==> src/rtl/isp_pkg.sv <==
// Shared definitions for the ISP mask back end: coordinate and count widths,
// RGB565 colours, the bounding-box record and the border-hit test.
package isp_pkg;

  localparam int COORD_W = 11;
  localparam int PCNT_W  = 20;

  localparam logic [15:0] RGB565_RED    = 16'hF800;
  localparam logic [15:0] RGB565_GREEN  = 16'h07E0;
  localparam logic [15:0] RGB565_BLUE   = 16'h001F;
  localparam logic [15:0] BOX_COLOR_DEF = RGB565_RED;

  typedef struct packed {
    logic [COORD_W-1:0] x_min;
    logic [COORD_W-1:0] x_max;
    logic [COORD_W-1:0] y_min;
    logic [COORD_W-1:0] y_max;
  } box_t;

  // True when (x, y) sits on the outline of box b; a 1x1 box outlines its single pixel.
  function automatic logic on_border(input box_t b,
                                     input logic [COORD_W-1:0] x,
                                     input logic [COORD_W-1:0] y);
    logic in_x;
    logic in_y;
    logic on_x;
    logic on_y;
    in_x = (x >= b.x_min) && (x <= b.x_max);
    in_y = (y >= b.y_min) && (y <= b.y_max);
    on_x = (x == b.x_min) || (x == b.x_max);
    on_y = (y == b.y_min) || (y == b.y_max);
    return (on_x && in_y) || (on_y && in_x);
  endfunction

endpackage

==> src/rtl/isp_1bit_bbox_if.sv <==
// Pixel-stream bundle between the dilation stage, the bounding-box block and
// the display write path.
interface isp_1bit_bbox_if;
  import isp_pkg::*;

  logic               wr_en;
  logic               img_1bit_in;
  logic [15:0]        pix_data_in;
  logic               box_wr_en;
  logic [15:0]        box_data;
  logic               box_valid;
  logic [COORD_W-1:0] x_min;
  logic [COORD_W-1:0] x_max;
  logic [COORD_W-1:0] y_min;
  logic [COORD_W-1:0] y_max;
  logic               frame_done;

  modport master (
    output wr_en, img_1bit_in, pix_data_in,
    input  box_wr_en, box_data, box_valid, x_min, x_max, y_min, y_max, frame_done
  );

  modport slave (
    input  wr_en, img_1bit_in, pix_data_in,
    output box_wr_en, box_data, box_valid, x_min, x_max, y_min, y_max, frame_done
  );

endinterface

==> src/rtl/isp_1bit_bbox_acc.sv <==
// Pixel position counters and per-frame foreground accumulators; presents the
// box and count including the current pixel together with the end-of-frame strobe.
module isp_bbox_acc
  import isp_pkg::*;
#(
  parameter int IMG_W = 640,
  parameter int IMG_H = 480
) (
  input  logic               sys_clk,
  input  logic               sys_rst_n,
  input  logic               frame_rst,
  input  logic               wr_en,
  input  logic               img_1bit_in,
  output logic [COORD_W-1:0] x_cnt,
  output logic [COORD_W-1:0] y_cnt,
  output logic               commit,
  output box_t               acc_box,
  output logic [PCNT_W-1:0]  acc_cnt
);

  localparam logic [COORD_W-1:0] X_LAST = COORD_W'(IMG_W - 1);
  localparam logic [COORD_W-1:0] Y_LAST = COORD_W'(IMG_H - 1);

  logic [COORD_W-1:0] x_cnt_r;
  logic [COORD_W-1:0] y_cnt_r;
  logic               hit_r;
  box_t               box_r;
  logic [PCNT_W-1:0]  pix_cnt_r;

  logic               hit_px_s;
  logic               last_s;
  logic               commit_s;
  box_t               box_nxt_s;
  logic [PCNT_W-1:0]  cnt_nxt_s;

  // Fold the current pixel into the box and count; the first hit seeds all four edges.
  always_comb begin
    hit_px_s  = wr_en && img_1bit_in && !frame_rst;
    last_s    = (x_cnt_r == X_LAST) && (y_cnt_r == Y_LAST);
    commit_s  = wr_en && !frame_rst && last_s;
    box_nxt_s = box_r;
    cnt_nxt_s = pix_cnt_r;
    if (hit_px_s) begin
      if (!hit_r) begin
        box_nxt_s = '{x_min: x_cnt_r, x_max: x_cnt_r, y_min: y_cnt_r, y_max: y_cnt_r};
      end else begin
        box_nxt_s.x_min = (x_cnt_r < box_r.x_min) ? x_cnt_r : box_r.x_min;
        box_nxt_s.x_max = (x_cnt_r > box_r.x_max) ? x_cnt_r : box_r.x_max;
        box_nxt_s.y_min = (y_cnt_r < box_r.y_min) ? y_cnt_r : box_r.y_min;
        box_nxt_s.y_max = (y_cnt_r > box_r.y_max) ? y_cnt_r : box_r.y_max;
      end
      cnt_nxt_s = (pix_cnt_r == {PCNT_W{1'b1}}) ? pix_cnt_r : pix_cnt_r + PCNT_W'(1);
    end else begin
      box_nxt_s = box_r;
      cnt_nxt_s = pix_cnt_r;
    end
  end

  // Position counters and accumulators; a commit or frame restart empties the accumulators.
  always_ff @(posedge sys_clk or negedge sys_rst_n) begin
    if (!sys_rst_n) begin
      x_cnt_r   <= '0;
      y_cnt_r   <= '0;
      hit_r     <= 1'b0;
      box_r     <= '0;
      pix_cnt_r <= '0;
    end else if (frame_rst) begin
      x_cnt_r   <= '0;
      y_cnt_r   <= '0;
      hit_r     <= 1'b0;
      box_r     <= '0;
      pix_cnt_r <= '0;
    end else if (wr_en) begin
      if (x_cnt_r == X_LAST) begin
        x_cnt_r <= '0;
        y_cnt_r <= (y_cnt_r == Y_LAST) ? '0 : y_cnt_r + COORD_W'(1);
      end else begin
        x_cnt_r <= x_cnt_r + COORD_W'(1);
      end
      if (commit_s) begin
        hit_r     <= 1'b0;
        box_r     <= '0;
        pix_cnt_r <= '0;
      end else begin
        hit_r     <= hit_r || hit_px_s;
        box_r     <= box_nxt_s;
        pix_cnt_r <= cnt_nxt_s;
      end
    end
  end

  assign x_cnt   = x_cnt_r;
  assign y_cnt   = y_cnt_r;
  assign commit  = commit_s;
  assign acc_box = box_nxt_s;
  assign acc_cnt = cnt_nxt_s;

endmodule

==> src/rtl/isp_1bit_bbox.sv <==
// Foreground bounding-box tracker: commits one box per frame and draws the
// previously committed box as a coloured outline over the display stream.
module isp_1bit_bbox
  import isp_pkg::*;
#(
  parameter int          IMG_W      = 640,
  parameter int          IMG_H      = 480,
  parameter int          MIN_PIXELS = 64,
  parameter logic [15:0] BOX_COLOR  = BOX_COLOR_DEF
) (
  input  logic           sys_clk,
  input  logic           sys_rst_n,
  input  logic           frame_rst,
  isp_1bit_bbox_if.slave bus
);

  logic [COORD_W-1:0] x_cnt_s;
  logic [COORD_W-1:0] y_cnt_s;
  logic               commit_s;
  box_t               acc_box_s;
  logic [PCNT_W-1:0]  acc_cnt_s;

  logic               box_wr_en_r;
  logic [15:0]        box_data_r;
  logic               box_valid_r;
  box_t               box_r;
  logic               frame_done_r;

  logic               draw_s;
  logic               min_ok_s;
  logic [15:0]        data_nxt_s;

  isp_bbox_acc #(
    .IMG_W (IMG_W),
    .IMG_H (IMG_H)
  ) u_acc (
    .sys_clk     (sys_clk),
    .sys_rst_n   (sys_rst_n),
    .frame_rst   (frame_rst),
    .wr_en       (bus.wr_en),
    .img_1bit_in (bus.img_1bit_in),
    .x_cnt       (x_cnt_s),
    .y_cnt       (y_cnt_s),
    .commit      (commit_s),
    .acc_box     (acc_box_s),
    .acc_cnt     (acc_cnt_s)
  );

  // Overlay decision; a pixel swallowed by frame_rst always passes through untouched.
  always_comb begin
    min_ok_s = (acc_cnt_s >= PCNT_W'(MIN_PIXELS));
    if (bus.wr_en && !frame_rst && box_valid_r) begin
      draw_s = on_border(box_r, x_cnt_s, y_cnt_s);
    end else begin
      draw_s = 1'b0;
    end
    if (!bus.wr_en) begin
      data_nxt_s = 16'h0000;
    end else if (draw_s) begin
      data_nxt_s = BOX_COLOR;
    end else begin
      data_nxt_s = bus.pix_data_in;
    end
  end

  // Output pixel stage plus committed box; coordinates only move on a qualifying frame.
  always_ff @(posedge sys_clk or negedge sys_rst_n) begin
    if (!sys_rst_n) begin
      box_wr_en_r  <= 1'b0;
      box_data_r   <= 16'h0000;
      box_valid_r  <= 1'b0;
      box_r        <= '0;
      frame_done_r <= 1'b0;
    end else begin
      box_wr_en_r  <= bus.wr_en;
      box_data_r   <= data_nxt_s;
      frame_done_r <= commit_s;
      if (commit_s) begin
        box_valid_r <= min_ok_s;
        box_r       <= min_ok_s ? acc_box_s : box_r;
      end
    end
  end

  assign bus.box_wr_en  = box_wr_en_r;
  assign bus.box_data   = box_data_r;
  assign bus.box_valid  = box_valid_r;
  assign bus.x_min      = box_r.x_min;
  assign bus.x_max      = box_r.x_max;
  assign bus.y_min      = box_r.y_min;
  assign bus.y_max      = box_r.y_max;
  assign bus.frame_done = frame_done_r;

endmodule

==> src/flat_wrapper.sv <==
// flat-port wrapper written by rule: the top's interface ports become plain ports
module isp_1bit_bbox_flat import isp_pkg::*;
#(
  parameter int          IMG_W      = 640,
  parameter int          IMG_H      = 480,
  parameter int          MIN_PIXELS = 64,
  parameter logic [15:0] BOX_COLOR  = BOX_COLOR_DEF
)
  (sys_clk, sys_rst_n, frame_rst, bus_wr_en, bus_img_1bit_in, bus_pix_data_in, bus_box_wr_en, bus_box_data, bus_box_valid, bus_x_min, bus_x_max, bus_y_min, bus_y_max, bus_frame_done);
  isp_1bit_bbox_if bus_i ();
  input  logic sys_clk;
  input  logic sys_rst_n;
  input  logic frame_rst;
  input wire logic [$bits(bus_i.wr_en)-1:0] bus_wr_en;
  input wire logic [$bits(bus_i.img_1bit_in)-1:0] bus_img_1bit_in;
  input wire logic [$bits(bus_i.pix_data_in)-1:0] bus_pix_data_in;
  output wire logic [$bits(bus_i.box_wr_en)-1:0] bus_box_wr_en;
  output wire logic [$bits(bus_i.box_data)-1:0] bus_box_data;
  output wire logic [$bits(bus_i.box_valid)-1:0] bus_box_valid;
  output wire logic [$bits(bus_i.x_min)-1:0] bus_x_min;
  output wire logic [$bits(bus_i.x_max)-1:0] bus_x_max;
  output wire logic [$bits(bus_i.y_min)-1:0] bus_y_min;
  output wire logic [$bits(bus_i.y_max)-1:0] bus_y_max;
  output wire logic [$bits(bus_i.frame_done)-1:0] bus_frame_done;
  assign bus_i.wr_en = bus_wr_en;
  assign bus_i.img_1bit_in = bus_img_1bit_in;
  assign bus_i.pix_data_in = bus_pix_data_in;
  assign bus_box_wr_en = bus_i.box_wr_en;
  assign bus_box_data = bus_i.box_data;
  assign bus_box_valid = bus_i.box_valid;
  assign bus_x_min = bus_i.x_min;
  assign bus_x_max = bus_i.x_max;
  assign bus_y_min = bus_i.y_min;
  assign bus_y_max = bus_i.y_max;
  assign bus_frame_done = bus_i.frame_done;
  isp_1bit_bbox #(.IMG_W(IMG_W), .IMG_H(IMG_H), .MIN_PIXELS(MIN_PIXELS), .BOX_COLOR(BOX_COLOR)) u_core (.sys_clk(sys_clk), .sys_rst_n(sys_rst_n), .frame_rst(frame_rst), .bus(bus_i));
endmodule
==> config.mk <==
export PLATFORM = sky130hd
export DESIGN_NAME = isp_1bit_bbox_flat
export DESIGN_NICKNAME = d
export VERILOG_FILES = /design/src/rtl/isp_pkg.sv /design/src/rtl/isp_1bit_bbox_if.sv /design/src/rtl/isp_1bit_bbox_acc.sv /design/src/rtl/isp_1bit_bbox.sv /design/src/flat_wrapper.sv
export SDC_FILE = /design/constraint.sdc
export NUM_CORES = 1
export LEC_CHECK = 0
export BUFFER_PORTS_ARGS = -buffer_cell sky130_fd_sc_hd__buf_2
export CELL_PAD_IN_SITES_DETAIL_PLACEMENT = 1
export CELL_PAD_IN_SITES_GLOBAL_PLACEMENT = 1
export CORE_UTILIZATION = 47
export DETAILED_ROUTE_END_ITERATION = 7
export PLACE_DENSITY_LB_ADDON = 0.2
export SYNTH_ARGS = -nofsm -noshare
export SYNTH_HDL_FRONTEND = slang
export SYNTH_SLANG_ARGS = --single-unit
export TNS_END_PERCENT = 10
==> constraint.sdc <==
create_clock -name sys_clk -period 3.2 [get_ports sys_clk]
set_clock_uncertainty 0.15 [all_clocks]
set_input_delay 0 -clock sys_clk [delete_from_list [all_inputs] [get_ports sys_clk]]
set_output_delay 0 -clock sys_clk [all_outputs]
set_load 0.02 [all_outputs]
; ---- Word level (Yosys, flattened, before mapping)
; Index checks and enable logic that the tools add are counted.
[totals]
elab_cells = 81
reg_bits = 150
output_inout_bits = 63
in_bits = 21
[classes]
add_sub_neg = 3
muxes = 27
magnitude_cmp = 9
reduce_logical = 19
n_eq_ne = 7
[op_table]
columns = operator, count
row1 = 2-to-1 mux 44 bit, 5
row2 = 2-to-1 mux 11 bit, 11
row3 = 2-to-1 mux 20 bit, 5
row4 = == test 11 bit, 4
row5 = 2-to-1 mux 16 bit, 2
row6 = "adder 11 x 1 -> 11 bit, second input constant", 2
row7 = greater-or-equal comparator 11 bit, 2
row8 = > comparator 11 bit, 2
row9 = less-or-equal comparator 11 bit, 2
row10 = < comparator 11 bit, 2
row11 = "adder 20 x 1 -> 20 bit, second input constant", 1
row12 = "== test 20 bit, second input constant", 1
row13 = "greater-or-equal comparator 20 x 7 -> 1 bit, second input constant", 1
row14 = "== test 11 x 10 -> 1 bit, second input constant", 1
row15 = "== test 11 x 9 -> 1 bit, second input constant", 1
row16 = logical AND 1 bit, 10
row17 = logical OR 1 bit, 4
row18 = 2-to-1 mux 1 bit, 4
row19 = AND reduction 2 bit, 2
row20 = nonzero test 2 bit, 2
row21 = zero test 1 bit, 1

; ---- Longest topological paths before layout
; Gate-level depths: netlist of the first run.
[logic_depth]
depth_word = 7
depth_mapped = 10

; ---- Cells and area by module
; From an unflattened synthesis of the first run, not the netlist that was laid out.
[hier_totals]
cells_unflattened = 990
area_unflattened_um2 = 9253.9
[by_module_without_submodules]
columns = mod, seq_area_each_um2, n_inst, area_each_um2, cells_per_inst
row1 = isp_bbox_acc, 2177.1, 1, 5898.2, 638
row2 = isp_1bit_bbox, 1576.5, 1, 3355.7, 352

; ---- Least setup slack after synthesis of the first run
; Ideal clock, no wire load.
[synth_path]
path_type = register -> register
from = register u_core.u_acc.pix_cnt_r[0]
to = register u_core.box_r (netlist bit u_core.bus.x_max[0])
period_less_slack_ns = 2.940
n_path_buf = 2
path_stages_with_launch = 11
path_slack_ns = 0.260
arrival_time_ns = 2.665
setup_ns = 0.125
path_cell_list = dfrtp_1 ha_1 nand3_1 or4_4 buf_2 nor4_1 nor3_1 nor4_2 a31oi_2 buf_6 mux2_4
[synth_between]
elab_chain_cells = 5
[synth_rtl]
columns = item, line
row1 = from (decl), isp_1bit_bbox_acc.sv:28  ; logic [PCNT_W-1:0] pix_cnt_r;
row2 = from (signal assigned), isp_1bit_bbox_acc.sv:87  ; pix_cnt_r <= cnt_nxt_s;
row3 = adder 20 x 1 -> 20 bit or == test 20 bit (tied branches), isp_1bit_bbox_acc.sv:52  ; cnt_nxt_s = (pix_cnt_r == {PCNT_W{1'b1}}) ? pix_cnt_r : pix_cnt_r + PCNT_W'(1);
row4 = 2-to-1 mux 20 bit, isp_1bit_bbox_acc.sv:52
row5 = 2-to-1 mux 20 bit (*), isp_1bit_bbox_acc.sv:43  ; if (hit_px_s) begin
row6 = greater-or-equal comparator 20 x 7 -> 1 bit (*), isp_1bit_bbox.sv:51  ; min_ok_s = (acc_cnt_s >= PCNT_W'(MIN_PIXELS));
row7 = AND reduction 2 bit (no source line) (*), n/a
row8 = to (signal assigned), isp_1bit_bbox.sv:80  ; box_r <= min_ok_s ? acc_box_s : box_r;
row9 = to (decl), isp_1bit_bbox.sv:26  ; box_t box_r;
; Mark *: on every way between the ends. The rest lies on a longest branch, timed or not.
; A chain may end at the register's enable or synchronous reset.

; ---- Final worst setup path of the first run
[layout_path]
from = register u_core.u_acc.x_cnt_r[8], in the netlist u_core.u_acc.x_cnt[8]
to = register u_core.box_data_r[8], in the netlist u_core.bus.box_data[8]
[layout_between]
elab_chain_cells = 7
[layout_rtl]
columns = item, line
row1 = from (decl), isp_1bit_bbox_acc.sv:24  ; logic [COORD_W-1:0] x_cnt_r;
row2 = from (signal assigned), isp_1bit_bbox_acc.sv:78  ; x_cnt_r <= x_cnt_r + COORD_W'(1);
row3 = "greater-or-equal comparator 11 bit, or another cell as far along", isp_pkg.sv:28  ; in_x = (x >= b.x_min) && (x <= b.x_max);
row4 = logical AND 1 bit or logical OR 1 bit (tied branches), "isp_pkg.sv:28, isp_pkg.sv:30"
row5 = logical AND 1 bit, isp_pkg.sv:32  ; return (on_x && in_y) || (on_y && in_x);
row6 = logical OR 1 bit (*), isp_pkg.sv:32
row7 = 2-to-1 mux 1 bit (*), isp_1bit_bbox.sv:52  ; if (bus.wr_en && !frame_rst && box_valid_r) begin
row8 = 2-to-1 mux 16 bit (*), isp_1bit_bbox.sv:59  ; end else if (draw_s) begin
row9 = 2-to-1 mux 16 bit (*), isp_1bit_bbox.sv:57  ; if (!bus.wr_en) begin
row10 = named net u_core.data_nxt_s[8], isp_1bit_bbox.sv:31  ; logic [15:0] data_nxt_s;
row11 = to (signal assigned), isp_1bit_bbox.sv:76  ; box_data_r <= data_nxt_s;
row12 = to (decl), isp_1bit_bbox.sv:24  ; logic [15:0] box_data_r;
; The timed path passes the listed nets; every way through them passes the cells marked *.

==> results.md, run 1 <==
* Status: completed
* Reg2Reg Setup Slack at 0.04 ns
* HPWL after detailed placement at ~19 mm
* Clock Tree Buf Depth at 2
* Critical path type: reg -> reg
* Total negative slack at 0 ns
* Final WL at between 20 and 30 mm
* Post-synth top flop: dfrtp_1
* Met3 usage at 3.48%
* Area Growth Syn to Fin at 22.4%
* Post-synth ARST share at 100%
* Vias per cell at 5.90
* Post-synth EDFFs at 0
* Final net count at 1186
* Placed inst area at 10200 um^2
* CTS clock-pin slew for the worst setup and hold paths at 0.07 ns
* DR DRC count at 0
* CTS H-tree lvls at 4
* Skew-Pair Late Insertion Delay at 0.44 ns
* Post-route ant nets at 0
* Upper clock frequency limit at 0.316 GHz
* CP arrival at 3.32 ns
* Busiest grt layer: met2
* Pin count of the biggest net entering global routing at 88
* Share of post-route cells with drive strength above 1 at about a fifth
* Final WS setup at 0.0402 ns
* TritonRoute pass-1 iters at 5
* Remaining Overflow, GRT at 0
* Fin crit period at 3.16 ns
* Pwr Density at 371 nW/um^2
* Global-route wire length before repair at 45.0 mm
* Sequential share of the synthesized area at between 40 and 50%
* DR iter-0 viols at 510
* Peak supply drop at about 0.38 mV
* Die ar. at 20000 um^2
* Slew @ Worst Pin at ~0.87 ns
* Site Rows at 50
* Initial antenna violation count at 0
* Final RePlAce weighted congestion at 0.857
* Final hold violation count at 0
* Post-Synthesis Cells at roughly 900
* Yosys warning count at 0
* Post-synth net total at 1034
* N_diodes at 0
* Area of the mapped netlist at ~9000 um^2
* Die Wd at 141 um
* # clock sinks at 150
* Crit start category: flop
* LEAKAGE at 5.37 nW
* Post-DR wirelength/cell at 21.2 um
* GR Util met1 at 39.3%
* Gr usage total at 29.2%
* Max-cap viol count at 0
* Ports at 84
* Via count at roughly 8000
* Setup violations, final at 0
* Flops & latches, synth at 150
* CP Data Required Time at 3.36 ns
* Netlist cell types at 62
* Final Max Tran Viols at 0
* Vias in the first global route at slightly above 8000
* Worst min-delay path class: in -> async
* CTS tree: built
* Syn_area_per_cell at just under 10 um^2
* Die height at 141 um
* PortBufs at 83
* Final Instance Area at approximately 11000 um^2
* DP Worst Slack at -0.00274 ns
* Root buf cell: clkbuf_16
* M2 GR Usage at 48.5%
* WHS at between 0.03 and 0.04 ns
* Max-slew headroom at 42.3%
* Initial core utilization at 48.4%
* Core area at 18900 um^2
* CP Max Fanout at 16
* Period utilisation layout at a little under 100%
* Setup crit end kind: flop
* CTS Buf Count at 17
## cells by family (layout without fill, tap and decap cells)
logic type | count (synthesis) | after routing | share of synthesized area [%]
AOI/OAI and AO/OA | 212 | 212 | 15.9
xor gates and xnor gates | 11 | 11 | 1.05
adders and majority gates | 89 | 89 | 12.2
buffers and inverters | 134 | 298 | 5.75
DFF | 150 | 150 | 41.1
muxes | 81 | 81 | 9.48
and+or+nand+nor | 247 | 248 | 14.5
## state kept, by name, indices dropped and copies added (netlist names)
signal and flops:
u_core.bus.frame_done 1, u_core.u_acc.hit_r 1, u_core.bus.box_data 16, u_core.bus.y_min 11, u_core.bus.x_min 11, u_core.u_acc.y_cnt 11, u_core.u_acc.x_cnt 11, u_core.u_acc.box_r 44
u_core.u_acc.pix_cnt_r 20, u_core.bus.x_max 11, u_core.bus.y_max 11, u_core.bus.box_wr_en 1, u_core.bus.box_valid 1
## power by group
group / switching [mW] / internal, mW
combinational: 0.180 / 0.102
clock: 0.830 / 1.11
sequential: 0.0167 / 1.91
## cells in the mapped netlist, types with 4 or more instances
master / instances / area share [%]
dfrtp_1: 150 / 41
xor2_1: 8 / 0.77
a311oi_1: 4 / 0.38
nand2_1: 52 / 2.1
o2111ai_1: 4 / 0.38
mux2_2: 7 / 0.86
nor3_1: 9 / 0.49
nand4_1: 17 / 1.2
ha_1: 89 / 12
mux2_4: 9 / 1.5
nand2b_1: 7 / 0.48
and4_1: 6 / 0.58
inv_1: 95 / 3.9
nor2_1: 57 / 2.3
o41ai_1: 5 / 0.48
a22o_1: 43 / 4.1
nor4_1: 7 / 0.48
nor2b_1: 10 / 0.68
nand3_1: 32 / 1.8
o21ai_0: 49 / 2.7
a21oi_1: 38 / 2.1
o211ai_1: 4 / 0.33
and3_1: 11 / 0.75
nand3b_1: 7 / 0.58
and4b_1: 11 / 1.2
a21o_1: 12 / 0.99
a211oi_1: 5 / 0.41
a31oi_1: 8 / 0.55
o21a_1: 5 / 0.41
mux2i_1: 64 / 7.0
clkbuf_1: 29 / 1.2
or4_1: 4 / 0.33
and2_1: 6 / 0.41
o31ai_1: 13 / 1.1
## path summary, 6_finish.rpt
path / startpoint / end / depth (start not counted)
worst max-delay path: u_core.u_acc.x_cnt[8]$_DFFE_PN0P_ / u_core.bus.box_data[8]$_DFF_PN0_ / 8
worst min-delay path: sys_rst_n / u_core.bus.x_min[2]$_DFFE_PN0P_ / 2
worst max register to register: u_core.u_acc.x_cnt[8]$_DFFE_PN0P_ / u_core.bus.box_data[8]$_DFF_PN0_ / 8
worst min register to register: u_core.u_acc.box_r[40]$_DFFE_PN0P_ / u_core.u_acc.box_r[40]$_DFFE_PN0P_ / 1
max in group asynchronous: sys_rst_n / u_core.u_acc.pix_cnt_r[14]$_DFFE_PN0P_ / 3
min in group sys_clk: bus_pix_data_in[10] / u_core.bus.box_data[10]$_DFF_PN0_ / 3
## routing by layer
layer  vias up  part of all wire (%)
met4         0                   2.4
met5         -                     0
met1      4076                    46
li1       3659                     -
met2       168                    49
met3        59                   3.1
## critical path, stage by stage (launching register included)
cell and delay, ns:
dfrtp_1 0.54, ha_1 0.32, a21o_1 0.18, a2111oi_0 0.70, buf_4 0.22, a211oi_1 0.10
a311o_1 0.44, buf_12 0.19, and4b_1 0.21
## stage by stage
stage	power, mW	instances	util [%]
floorplan	2.08	924	-
finish	4.15	1349	59.2
CTS	4.17	1345	58.4
global route	4.26	1349	59.2
global placement	2.21	1288	54.1
detailed placement	2.21	1288	54.1
## what timing repair did
item	4_1_cts	5_1_grt
setup endpoints to repair	9	31
gates resized for setup	1	19
hold buffers	25	0
gates cloned	0	2
pin swaps	0	3
setup buffers	0	2
endpoints found under the hold margin	112	0
## placed cells by master (no fill, tap or decap), types with 17 or more instances in the layout
cell type / instances
dfrtp_1: 150
inv_1: 95
ha_1: 88
buf_2: 82
mux2i_1: 63
buf_4: 58
nor2_1: 56
nand2_1: 52
o21ai_0: 47
a22o_1: 43
a21oi_1: 38
nand3_1: 31
dlygate4sd3_1: 25
clkbuf_16: 18
nand4_1: 17
## final cells by class
type	instances	area (um^2)
Fill cell	2168	7710
Sequential cell	150	3750
Clock inverter	12	105
Inverter	95	357
Clock buffer	20	457
Tap cell	260	325
Timing Repair Buffer	171	1210
Multi-Input combinational cell	641	4970
Note: power is estimated with default switching activity, not from simulation.
==> run 2: changes to the inputs <==
Settings changed: SETUP_SLACK_MARGIN set to 0.05.
==> run 2 against run 1 <==
  * Core utilization up 0.25 points
  * Critical path depth up 1
  * First-iteration DRC count down 6.7%
  * Cell count unchanged
  * Clock power about the same
  * Worst hold slack better by 0.019 ns
  * Power about the same
  * Wire length down 0.48%
  * Combinational power about the same
  * Largest power group unchanged
==> results.md, run 2 (same netlist as run 1, synthesis figures left out) <==
* Sw Ratio at 24.7% (-0.043 points)
* Die ar. at 20000 um^2 (unchanged)
* CP Max Fanout at 10 (-6)
* Commonest cells after routing, fill and taps aside: dfrtp_1, inv_1, ha_1
* Placed inst area at 10200 um^2 (unchanged)
* DP Worst Slack at -0.00274 ns (unchanged)
* Logic pwr share at 6.8% (about the same)
* Upper clock frequency limit at 0.323 GHz (+2.1%)
* Period utilisation layout at 96.7% (-2.0 points)
* Fillers at 2161 (-0.32%)
* CTS Buf Count at 17 (unchanged)
* # clock sinks at 150 (unchanged)
* Core area at 18900 um^2 (unchanged)
* Top reg by flops: u_core.u_acc.box_r
* Final WS setup at 0.105 ns (+0.0647 ns)
* Via count at 7937 (-0.31%)
* Final Max Tran Viols at 0 (unchanged)
* CTS clock-pin slew for the worst setup and hold paths at 0.07 ns (about the same)
* DR iter-0 viols at 476 (-6.7%)
* CP arrival at 3.26 ns (-0.06 ns)
* Final hold violation count at 0 (unchanged)
* Post-route ant nets at 0 (unchanged)
* WHS at 0.0491 ns (+0.0189 ns)
* Skew-Pair Late Insertion Delay at 0.44 ns (about the same)
* DR DRC count at 0 (unchanged)
* Busiest grt layer: met2
* Buf/Inv on CP at 1 (-1)
* CP Data Required Time at 3.37 ns (about the same)
* Multi-input logic area at 5010 um^2 (+0.81%)
* N_diodes at 0 (unchanged)
* Remaining Overflow, GRT at 0 (unchanged)
* FF-to-FF Start: u_core.u_acc.pix_cnt_r[1]$_DFFE_PN0P_
* Pwr Density at 369 nW/um^2 (-0.47%)
* Final Instance Area at 11200 um^2 (+0.43%)
* Commonest non-fill, non-tap cell in the layout: dfrtp_1
* Reg power frac at 46.5% (about the same)
* Gr usage total at 29.2% (unchanged)
* Die Wd at 141 um (unchanged)
* Pint at 3.12 mW (about the same)
* Clk pwr share at 46.7% (about the same)
* Clock Tree Buf Depth at 2 (unchanged)
* TritonRoute pass-1 iters at 5 (unchanged)
* Met3 usage at 3.48% (unchanged)
* Fin crit period at 3.10 ns (-0.0647 ns)
* Reg2Reg Setup Slack at 0.10 ns (+0.06 ns)
* HPWL after detailed placement at 19.5 mm (unchanged)
* Final Non-Filler Cells at 1349 (unchanged)
* RSZ-0062 raised after global routing: yes
* Die height at 141 um (unchanged)
* Family with the most delay on the worst path: simple AND/OR/NAND/NOR gates
* Final core occ at 59.4% (+0.25 points)
* Max incr delay on CP at 0.64 ns (-0.06 ns)
* Critical R2R Capture: u_core.bus.x_min[10]$_DFFE_PN0P_
* Post-DR wirelength/cell at 21.1 um (-0.48%)
* CTS tree: built
* Share of post-route cells with drive strength above 1 at 20.4% (+0.46 points)
* Initial antenna violation count at 0 (unchanged)
* Root buf cell: clkbuf_16
* Status: completed
* Site Rows at 50 (unchanged)
* Setup violations, final at 0 (unchanged)
* Final net count at 1186 (unchanged)
* Final WL at 28.4 mm (-0.48%)
* P_sw at 1.03 mW (-0.22%)
* Most used cell, CP: or4_4
* Critical path type: reg -> reg
* Max-slew headroom at 42.6% (+0.27 points)
* Post-placement cell count at 1288 (unchanged)
* Cell breakdown of the critical path: ha_4 -> nand3_4 -> or4_4 -> or4_4 -> o2111ai_4 -> nor4_4 -> a31oi_4 -> buf_12 -> mux2_2
* Crit start category: flop
* Register area at 3750 um^2 (unchanged)
* CTS H-tree lvls at 4 (unchanged)
* Setup crit end kind: flop
* LEAKAGE at 5.38 nW (+0.14%)
* PortBufs at 83 (unchanged)
* Max stage delay cell, worst path: or4_4
* Max-cap viol count at 0 (unchanged)
* Vias per cell at 5.88 (-0.31%)
* Worst min-delay path class: in -> async
* Slew @ Worst Pin at 0.862 ns (-0.00411 ns)
* Pin count of the biggest net entering global routing at 88 (unchanged)
* Peak supply drop at 0.372 mV (-1.1%)
* Reg2reg path depth at 9 (+1)
* Max reg flops at 44 (unchanged)
* Ports at 84 (unchanged)
* Global-route wire length before repair at 45.0 mm (unchanged)
* M2 GR Usage at 48.5% (unchanged)
* Area Growth Syn to Fin at 22.9%
* GR Util met1 at 39.3% (unchanged)
* Final RePlAce weighted congestion at 0.857 (unchanged)
* Initial core utilization at 48.4% (unchanged)
* Vias in the first global route at 8278 (unchanged)
## run 2: power groups by stage
stage	combinational [mW]	sequential [mW]	clock (mW)
CTS	0.280	1.93	1.96
detailed placement	0.252	1.96	0
floorplan	0.112	1.97	0
global route	0.309	1.93	2.02
finish	0.283	1.93	1.94
global placement	0.247	1.96	0
## run 2: through the flow
| step | setup TNS (ns) | power [mW] |
|---|---|---|
| final | 0 | 4.15 |
| after global routing | 0 | 4.26 |
| after CTS | 0 | 4.17 |
| after detailed placement | -0.00350 | 2.21 |
| after global placement | 0 | 2.21 |
| after floorplan | 0 | 2.08 |
## run 2: worst max-delay path by stage
stage / to / cells after the start / startpoint / slack, ns
after CTS: u_core.bus.x_min[10]$_DFFE_PN0P_ / 9 / u_core.u_acc.pix_cnt_r[1]$_DFFE_PN0P_ / 0.09
after detailed placement: u_core.bus.x_max[6]$_DFFE_PN0P_ / 10 / u_core.u_acc.pix_cnt_r[0]$_DFFE_PN0P_ / -0.003
after global placement: u_core.bus.y_min[0]$_DFFE_PN0P_ / 9 / u_core.u_acc.pix_cnt_r[0]$_DFFE_PN0P_ / 0.05
after floorplan: u_core.bus.x_max[0]$_DFFE_PN0P_ / 10 / u_core.u_acc.pix_cnt_r[0]$_DFFE_PN0P_ / 0.26
final: u_core.bus.x_min[10]$_DFFE_PN0P_ / 9 / u_core.u_acc.pix_cnt_r[1]$_DFFE_PN0P_ / 0.10
after global routing: u_core.bus.x_min[9]$_DFFE_PN0P_ / 10 / u_core.u_acc.pix_cnt_r[12]$_DFFE_PN0P_ / 0.008
## run 2: final cells by class
cell class / count / share of cell area (%)
multi-input cells: 641 / 44.6
flip-flops and latches: 150 / 33.4
repair buffers: 171 / 10.9
clock buffers: 20 / 4.07
inverters: 95 / 3.18
well taps: 260 / 2.90
clock inverters: 12 / 0.936
## run 2: layer usage
layer	vias to the layer above	part of all wire (%)
met5	-	0
met4	0	1.8
met3	39	3.7
met2	198	49
met1	4038	45
li1	3662	-
## run 2: worst register-to-register path, delay by kind of cell (launching register included)
kind,cells,cell delay (ns)
and+or+nand+nor,4,1.28
DFF,1,0.41
AOI/OAI and AO/OA,2,0.39
muxes,1,0.35
buffers and inverters,1,0.20
adders and majority gates,1,0.19
## run 2: timing repair
action                                 4_1_cts  5_1_grt
hold buffers                                25        0
cloned                                       0        2
endpoints found under the hold margin      112        0
resized for setup                            1       29
buffers inserted                             0        2
setup endpoints to repair                   17       46
pin swaps                                    0        3
